## config.mk

```make
export PLATFORM = sky130hd
export DESIGN_NAME = if_id_stage
export DESIGN_NICKNAME = d
export VERILOG_FILES = /design/src/rtl/if_id_stage.sv
export SDC_FILE = /design/constraint.sdc
export NUM_CORES = 1
export LEC_CHECK = 0
export ABC_AREA = 1
export CAP_MARGIN = 20
export CORE_MARGIN = 8
export CORE_UTILIZATION = 45
export DETAILED_ROUTE_END_ITERATION = 16
export GPL_TIMING_DRIVEN = 1
export HOLD_SLACK_MARGIN = 0.08
export PLACE_DENSITY = 0.78
export SYNTH_ARGS = -nofsm -noshare
export SYNTH_HDL_FRONTEND = slang
export SYNTH_SLANG_ARGS = --single-unit
```

## constraint.sdc

```tcl
create_clock -name clock -period 1.67 [get_ports clock]
set_input_delay 0.334 -clock clock [delete_from_list [all_inputs] [get_ports clock]]
set_output_delay 0.334 -clock clock [all_outputs]
set_load 0.005 [all_outputs]
```

## src/rtl/if_id_stage.sv

```systemverilog
// if_id_stage: IF/ID pipeline register with load-use hazard stall, multi-cycle branch flush
// and saturating stall/flush event counters.
module if_id_stage #(
   parameter int          FLUSH_CYCLES = 1,
   parameter logic [15:0] NOP_INSTR    = 16'h0000,
   parameter int          CNT_W        = 16
) (
   input  logic             clock,
   input  logic             reset,
   input  logic [15:0]      pc4_in,
   input  logic [15:0]      instr_in,
   input  logic             flush,
   input  logic             idex_mem_read,
   input  logic [3:0]       idex_rt,
   output logic [15:0]      pc4_out,
   output logic [15:0]      instr_out,
   output logic             valid_out,
   output logic             pc_write,
   output logic             bubble,
   output logic [CNT_W-1:0] stall_count,
   output logic [CNT_W-1:0] flush_count
);
   typedef enum logic {RUN, FLUSH} state_t;
   localparam logic [2:0]       FL_INIT = 3'(FLUSH_CYCLES - 1);
   localparam logic [CNT_W-1:0] CNT_MAX = '1;
   state_t     state;
   logic [2:0] flush_left;
   logic       hazard;
   // Register 0 never carries a real dependency, so a load to r0 cannot stall.
   assign hazard = valid_out && idex_mem_read && (idex_rt != 4'd0) &&
                   ((instr_out[11:8] == idex_rt) || (instr_out[7:4] == idex_rt));
   assign pc_write = !hazard || flush;
   assign bubble   = hazard || flush;
   always_ff @(posedge clock) begin
      if (reset) begin
         pc4_out     <= '0;
         instr_out   <= NOP_INSTR;
         valid_out   <= 1'b0;
         stall_count <= '0;
         flush_count <= '0;
         state       <= RUN;
         flush_left  <= '0;
      end else if (flush) begin
         pc4_out     <= pc4_in;
         instr_out   <= NOP_INSTR;
         valid_out   <= 1'b0;
         flush_count <= (flush_count == CNT_MAX) ? flush_count : flush_count + CNT_W'(1);
         flush_left  <= FL_INIT;
         state       <= (FLUSH_CYCLES > 1) ? FLUSH : RUN;
      end else if (state == FLUSH) begin
         // The edge that brings flush_left to zero is the last NOP edge of the burst.
         pc4_out    <= pc4_in;
         instr_out  <= NOP_INSTR;
         valid_out  <= 1'b0;
         flush_left <= (flush_left == 3'd0) ? 3'd0 : flush_left - 3'd1;
         state      <= (flush_left <= 3'd1) ? RUN : FLUSH;
      end else if (hazard) begin
         stall_count <= (stall_count == CNT_MAX) ? stall_count : stall_count + CNT_W'(1);
      end else begin
         pc4_out   <= pc4_in;
         instr_out <= instr_in;
         valid_out <= 1'b1;
      end
   end
endmodule

```

Word-level counts from Yosys, hierarchy flattened

Index checks and enable logic that the tools add are counted.

Order comparisons: 1
Muxes and demuxes: 5
Eq/ne operators: 5
Reductions and logical operators: 14
Bitwise logic cells: 4
Add/sub/neg operators: 3

Operators by type and width:

| cell                  | count |
|---|---|
| $mux 16               | 3 |
| $add 16x1->16 const B | 2 |
| $eq 16x16->1 const B  | 2 |
| $eq 4x4->1            | 2 |
| $reduce_or 3->1       | 2 |
| $not 1->1             | 4 |
| $reduce_and 4->1      | 1 |
| $reduce_bool 4->1     | 1 |
| $le 3x1->1 const B    | 1 |
| $logic_and 1x1->1     | 3 |
| $logic_not 3->1       | 1 |
| $logic_or 1x1->1      | 3 |
| $mux 3                | 1 |
| $ne 3x3->1 const B    | 1 |
| $sub 3x1->3 const B   | 1 |
| $reduce_and 2->1      | 1 |
| $reduce_or 2->1       | 1 |
| $logic_not 1->1       | 1 |
| $mux 1                | 1 |

Output and inout port bits: 67
Logic and storage cells: 39
Register bits after elaboration: 69
Input port bits: 40

Logic depth before layout (Yosys ltp)

Gate-level depths: netlist of the first run.

Depth after elaboration: 6
Depth in mapped cells: 12
Mapped depth without buffers: 12

Worst setup path after synthesis of the first run

No wires, ideal clock.

Kind: flip-flop to flip-flop
Start point: register flush_count[0]
End point: register flush_count[11]
Cell stages (with the launch flop): 12
Period minus slack after synthesis: 1.582 ns
Slack: 0.088 ns
Setup time: 0.115 ns
Buffers on the path: 1
Arrival: 1.467 ns
Path through: dfxtp_1 ha_1 nand3_2 nor2_4 nand2_2 nor2_4 nand2_2 nand2_4 inv_4 buf_6 a21oi_1 nor2_1

Longest elaborated chain between the ends: 3
Elaborated cells on any way between the ends: 4
Classes of those cells: add/sub (1); eq/ne (1); bitwise (1); reduce/logical (1)

Ends and longest elaborated chain:

| what                                                                  | line | text |
|---|---|---|
| start: declaration                                                    | 21   | `output logic [CNT_W-1:0] flush_count` |
| start signal: assignment                                              | 47   | `flush_count <= (flush_count == CNT_MAX) ? flush_count : flush_count + CNT_W'(1);` |
| parallel branches: the longest is 3 deep, another holds $add 16x1->16 | -    |  |

Parallel ways; which one is timed is not known.
A chain may end at the register's enable or synchronous reset.

Worst setup path in the final report of the first run

Start point: register instr_out[10]
End point: output port pc_write

Longest elaborated chain between the ends: 5

Ends and longest elaborated chain:

| what                     | line | text |
|---|---|---|
| start: declaration       | 16   | `output logic [15:0] instr_out,` |
| start signal: assignment | 61   | `instr_out <= instr_in;` |
| $eq 4x4->1               | 31   | `((instr_out[11:8] == idex_rt) \|\| (instr_out[7:4] == idex_rt));` |
| $logic_or 1x1->1         | 31   |  |
| $logic_and 1x1->1        | 30   | `assign hazard = valid_out && idex_mem_read && (idex_rt != 4'd0) &&` |
| $logic_not 1->1          | 32   | `assign pc_write = !hazard \|\| flush;` |
| $logic_or 1x1->1         | 32   |  |
| end: declaration         | 18   | `output logic pc_write,` |

No other way between the ends.

==> results of run 1 <==
[power by group through the flow]
stage | clock network [uW] | registers [uW] | logic, uW
final | 1480 | 1720 | 445
after global routing | 1590 | 1730 | 486
after CTS | 1510 | 1720 | 431
after detailed placement | 0 | 1750 | 428
after global placement | 0 | 1750 | 419
after floorplan | 0 | 1760 | 146
[through the flow]
step / utilization / hold slack [ns] / setup TNS (ns) / total power, uW
after detailed placement: 0.657 / 0.473 / -19.62 / 2180
final: 0.724 / 0.486 / -0.221 / 3650
after CTS: 0.691 / 0.487 / -0.180 / 3660
after floorplan: - / 0.467 / 0 / 1900
after global placement: 0.657 / 0.465 / -16.23 / 2170
after global routing: 0.724 / 0.517 / -2.91 / 3800
[worst reg2reg max path, cell delays in order (launching register included)]
cell,delay (ns)
dfxtp_2,0.35
inv_1,0.06
nand2_1,0.08
nand2_1,0.07
nor2_1,0.11
nand2_1,0.08
nand2_2,0.08
buf_6,0.11
buf_4,0.11
nand4_4,0.14
clkbuf_16,0.22
nor2_1,0.08
nor2_1,0.05
[cells in the mapped netlist, drive strengths merged]
library cell  number  share of area
a21oi             19          0.028
a31oi              1         0.0037
buf               13          0.026
clkbuf             3         0.0034
dfxtp             69           0.41
ha                 4          0.015
inv               56          0.063
nand2            160           0.18
nand3             16          0.030
nand3b             1         0.0022
nand4              4         0.0093
nor2             137           0.17
nor3               9          0.013
o21ai             23          0.034
xnor2              2         0.0052
xor2               2         0.0052
[registers in the layout (all words and copies together), names as in the netlist]
name         flops
stall_count     16
flush_left       3
instr_out       16
state            1
pc4_out         16
flush_count     16
valid_out        1
[repair_timing]
action / 4_1_cts / 5_1_grt
buffers inserted: 2 / 7
pin swaps: 5 / 12
hold buffers: 0 / 0
setup endpoints to repair: 47 / 74
resized for setup: 29 / 47
gates cloned: 0 / 3
[worst paths after layout]
check                           cells past startpoint                      end                  startpoint
worst max register to register                     12  pc4_out[9]$_SDFFE_PP0P_  instr_out[10]$_SDFFE_PP0P_
worst max-delay path                                9                 pc_write  instr_out[10]$_SDFFE_PP0P_
worst min register to register                      2  pc4_out[5]$_SDFFE_PP0P_     pc4_out[5]$_SDFFE_PP0P_
worst min-delay path                                2  pc4_out[5]$_SDFFE_PP0P_     pc4_out[5]$_SDFFE_PP0P_
[layout make-up]
| type | count | share of cell area |
|---|---|---|
| multi-input cells | 378 | 0.333 |
| repair buffers | 155 | 0.293 |
| flip-flops and latches | 69 | 0.269 |
| inverters | 56 | 0.0410 |
| clock buffers | 11 | 0.0269 |
| well taps | 99 | 0.0236 |
| clock inverters | 4 | 0.0138 |
[logic make-up after synthesis]
family | after synthesis
fa+ha+maj | 4
simple gates | 327
compound gates | 43
xor+xnor | 4
buf+inv | 72
flops | 69
[metal layers]
layer / global-route usage / vias up
li1: - / 1883
met1: 0.203 / 1647
met2: 0.291 / 99
met3: 0.0736 / 6
met4: 0.0598 / 0
met5: 0 / -
==> flow_summary_export.csv, run 1 <==
group,metric,value,unit
cts,path_clk_slew,0.07,ns
final_layout,layout-drive-gt1-share,0.204,
routing,ant_nets,0,
power_and_ir_drop,netSwitchingFraction,0.225,
run,maxCapViolations,0,
die,die_w,102,microns
cts,clock-sinks,69,
routing,dr_total_vias,3635,
synthesis,synth.yosys.warnings,0,
synthesis,synth_xor_area_frac,0.0104,
critical_path,rrSetupSlack,0.02,ns
routing,drc,0,
timing,tightest_slew,0.290,ns
grt,grt_max_degree,36,
die,boundaryPins,107,
grt,grt_usage,0.177,
cts,cts_tree,"yes",
synthesis,synth-simple-area-share,0.404,
critical_path,cpMostUsedCell,"nand2_1",
synthesis,synthMuxAreaShare,0,
grt,grt_antenna_before_repair,0,
synthesis,synth_top_family_by_area,"simple AND/OR/NAND/NOR gates",
routing,wirelength,9.60,mm
place,pre_cts_ws,-0.646,ns
critical_path,crit_path_end_kind,"output port",
final_layout,synthToLayoutAreaGrowth,56.6,%
routing,post_drt_wl_per_cell,12.4,microns
routing,dr_wl_met3,746,microns
synthesis,syn_nets,563,
critical_path,worstSetupStartpointType,"flip-flop",
place,hpwlAfterDp,7.06,mm
synthesis,synth_area,3350,sq um
cts,numCtsBuffers,9,
grt,grt_pass1_wl,15.1,mm
routing,met1Wirelength,4.07,mm
routing,routed.top_layer,"met4",
power_and_ir_drop,powerDensity,694,nW/um^2
final_layout,seqCellArea,1410,sq um
timing,skew,0.0109,ns
die,core_area,7250,sq um
synthesis,synth.distinct_cells,27,
critical_path,cp_slowest_cell,"dfxtp_2",
critical_path,crit_fanout,3,
grt,grt_pass1_vias,3437,
die,fp-row-count,31,
synthesis,synth_compound_area_frac,0.0664,
critical_path,arrival,1.45,ns
power_and_ir_drop,power_leakage,0.00244,uW
die,fp.dieH,102,microns
final_layout,final_common_cell,"nand2_1",
place,io_buffers,106,
die,fp.dieArea,10500,sq um
cts,max-clock-path-buffers,2,
routing,wl_met2,4.71,mm
routing,drt_pre_antenna_iters,4,
timing,fmax,559,MHz
place,place_area,4770,sq um
run_status,violations,"setup timing",
power_and_ir_drop,p_comb_frac,0.122,
power_and_ir_drop,power_frac_seq,0.473,
critical_path,crit_chain,"inv_1 > nand2_1 > nand2_1 > nor2_1 > nand2_1 > nand2_2 > buf_6 > nand3_4 > buf_6",
timing,slew_headroom,0.807,
synthesis,synth-seq-cells,69,
timing,period_share,1.07,
synthesis,syn_avg_cell_area,6.46,sq um
die,start_util,0.462,
cts,htree_levels,3,
final_layout,design_area,5250,sq um
power_and_ir_drop,p_clk_frac,0.405,
final_layout,multi_input_area,1750,sq um
min_path,hold_path_class,"reg2reg",
critical_path,worst-path-buf-inv,3,
power_and_ir_drop,switchingPower,822,uW
timing,rsz0062_at_grt,"true",
synthesis,yosysSeqAreaShare,0.412,
power_and_ir_drop,internal_power,2820,uW
grt,overflow,0,
synthesis,synthCells,519,
final_layout,antennaDiodeCount,0,
critical_path,critical_path.top_delay_family,"simple AND/OR/NAND/NOR gates",
timing,setup_violations,2,
place,gp_congestion,0.875,
timing,finalCriticalPeriod,1.79,ns
routing,drt_first_iter_violations,152,
cts,root_buffer,"clkbuf_8",
cts,insertion_delay,0.33,ns
final_layout,nNetsFinal,713,
timing,report.final.slew_viol_count,0,
final_layout,stdcell_count,772,
timing,finalWorstSetupSlack,-0.118,ns
place,place_inst,745,
timing,hold_viol_final,0,
routing,via_per_inst,4.71,
run_status,status,"complete, but fails checks",
power_and_ir_drop,peakVddDrop,0.000599,V
critical_path,setup.worst_path.class,"reg2out",
final_layout,n_fill_cell,603,
synthesis,synthAdderAreaFrac,0.0149,
critical_path,worst_path_largest_cell_delay,0.35,ns
critical_path,required,1.34,ns
final_layout,final_cell_mix,"149 x nand2_1, 119 x nor2_1, 91 x clkdlybuf4s50_1, 46 x inv_1, 44 x dfxtp_1",
(Power assumes the default switching activity.)
==> run 2: changes to the inputs <==
CORE_MARGIN = default   (was 8)
clock period = 2.3 ns   (was 1.67 ns; I/O delays follow)
==> run 2 against run 1 <==
Compared with the run above: routed wire length is 17% lower; first-iteration DRC count is 8.6% lower; worst hold slack worse by 0.0029 ns; utilization is 6.6 points lower; sequential cell count stayed put; critical path depth is 3 lower; register-to-register slack better by 0.45 ns; setup slack better by 0.23 ns; total power is 28% lower; the flow now finishes without violations.
==> flow_summary_export.csv, run 2 (same netlist as run 1, synthesis figures left out) <==
group,metric,value,unit
critical_path,required,1.84,ns
min_path,hold_path_class,"reg2reg",
critical_path,crit_fanout,3,
power_and_ir_drop,powerDensity,551,nW/um^2
die,die_w,88.3,microns
critical_path,crit_path_end_kind,"output port",
routing,wirelength,8.01,mm
grt,grt_max_degree,33,
run_status,status,"finished, final reports clean",
place,place_area,4520,sq um
critical_path,arrival,1.72,ns
routing,drc,0,
place,gp_congestion,0.891,
grt,grt_usage,0.214,
cts,numCtsBuffers,9,
timing,finalCriticalPeriod,2.18,ns
critical_path,worstSetupStartpointType,"primary input",
routing,drt_pre_antenna_iters,6,
cts,cts.hold.buffers_added,0,
cts,max-clock-path-buffers,2,
timing,setup_violations,0,
timing,whs,0.483,ns
cts,cts_tree,"yes",
cts,htree_levels,3,
timing,tightest_slew,0.348,ns
cts,cts_resized,2,
grt,grt_antenna_before_repair,0,
routing,via_per_inst,4.64,
timing,slew_headroom,0.768,
grt,grt_pass1_vias,2985,
final_layout,design_area,4750,sq um
grt,overflow,0,
routing,ant_nets,0,
die,start_util,0.465,
final_layout,layout-drive-gt1-share,0.0850,
die,fp.dieH,88.3,microns
cts,clock-sinks,69,
final_layout,synthToLayoutAreaGrowth,41.5,%
timing,report.final.slew_viol_count,0,
die,fp.dieArea,7800,sq um
critical_path,rrSetupSlack,0.47,ns
routing,drt_first_iter_violations,139,
final_layout,n_fill_cell,648,
die,fp-row-count,31,
grt,grt_pass1_wl,13.1,mm
cts,post_cts_buffers,0,
die,boundaryPins,107,
timing,period_share,0.950,
power_and_ir_drop,peakVddDrop,0.000310,V
routing,post_drt_wl_per_cell,10.9,microns
timing,fmax,458,MHz
power_and_ir_drop,power_leakage,0.00208,uW
routing,dr_total_vias,3408,
place,io_buffers,106,
final_layout,nNetsFinal,674,
cts,root_buffer,"clkbuf_8",
final_layout,seqCellArea,1380,sq um
cts,insertion_delay,0.34,ns
timing,hold_viol_final,0,
run,maxCapViolations,0,
critical_path,setup.worst_path.class,"in2out",
timing,skew,0.0106,ns
place,hpwlAfterDp,5.95,mm
final_layout,final_common_cell,"nand2_1",
cts,path_clk_slew,0.07,ns
final_layout,antennaDiodeCount,0,
final_layout,multi_input_area,1660,sq um
timing,rsz0062_at_grt,"false",
final_layout,final_cell_mix,"156 x nand2_1, 125 x nor2_1, 100 x clkdlybuf4s50_1, 69 x dfxtp_1, 50 x inv_1",
die,core_area,7210,sq um
## run 2: changes by cell type in the layout (fill, tap and decap cells not counted), sizes merged
cell           change
dlymetal6s2s       -4
clkdlybuf4s50      +9
clkinv             +2
clkbuf             -3
dlygate4sd2        -3
buf               -39
## run 2: critical path: stages
cell and delay (ns):
clkdlybuf4s50_1 0.46, nand2_1 0.07, a31oi_2 0.18, buf_4 0.16, nand3_2 0.11, dlygate4sd2_1 0.28
## run 2: report_power, final
group	internal (uW)	switching, uW
logic	155	114
clock network	638	460
registers	1230	20.7
## run 2: final timing paths
kind,startpoint,end,cells after the start
worst min-delay path,pc4_out[6]$_SDFFE_PP0P_,pc4_out[6]$_SDFFE_PP0P_,2
worst min register to register,pc4_out[6]$_SDFFE_PP0P_,pc4_out[6]$_SDFFE_PP0P_,2
worst max-delay path,idex_mem_read,pc_write,6
worst max register to register,stall_count[0]$_SDFFE_PP0P_,stall_count[10]$_SDFFE_PP0P_,12
## run 2: routing by layer
layer  GRT usage  share of wire
met5           0              0
met4      0.0836          0.012
met3      0.0541          0.057
met2       0.347           0.46
met1       0.275           0.47
## run 2: cell type report
cell class | instances | share of cell area
multi-input cells | 378 | 0.350
flip-flops and latches | 69 | 0.291
repair buffers | 116 | 0.241
inverters | 56 | 0.0448
clock buffers | 10 | 0.0290
well taps | 99 | 0.0261
clock inverters | 6 | 0.0182
## run 2: per-stage QoR
step | setup TNS (ns) | utilization | setup slack (ns) | std cells | power, uW
2_1_floorplan | 0 | - | 0.718 | 519 | 1380
3_3_place_gp | -0.331 | 0.626 | -0.202 | 718 | 1540
3_5_place_dp | -0.377 | 0.626 | -0.237 | 718 | 1550
4_1_cts | 0 | 0.657 | 0.0327 | 734 | 2640
5_1_grt | 0 | 0.658 | 0.0566 | 734 | 2740
6_report | 0 | 0.658 | 0.116 | 734 | 2620
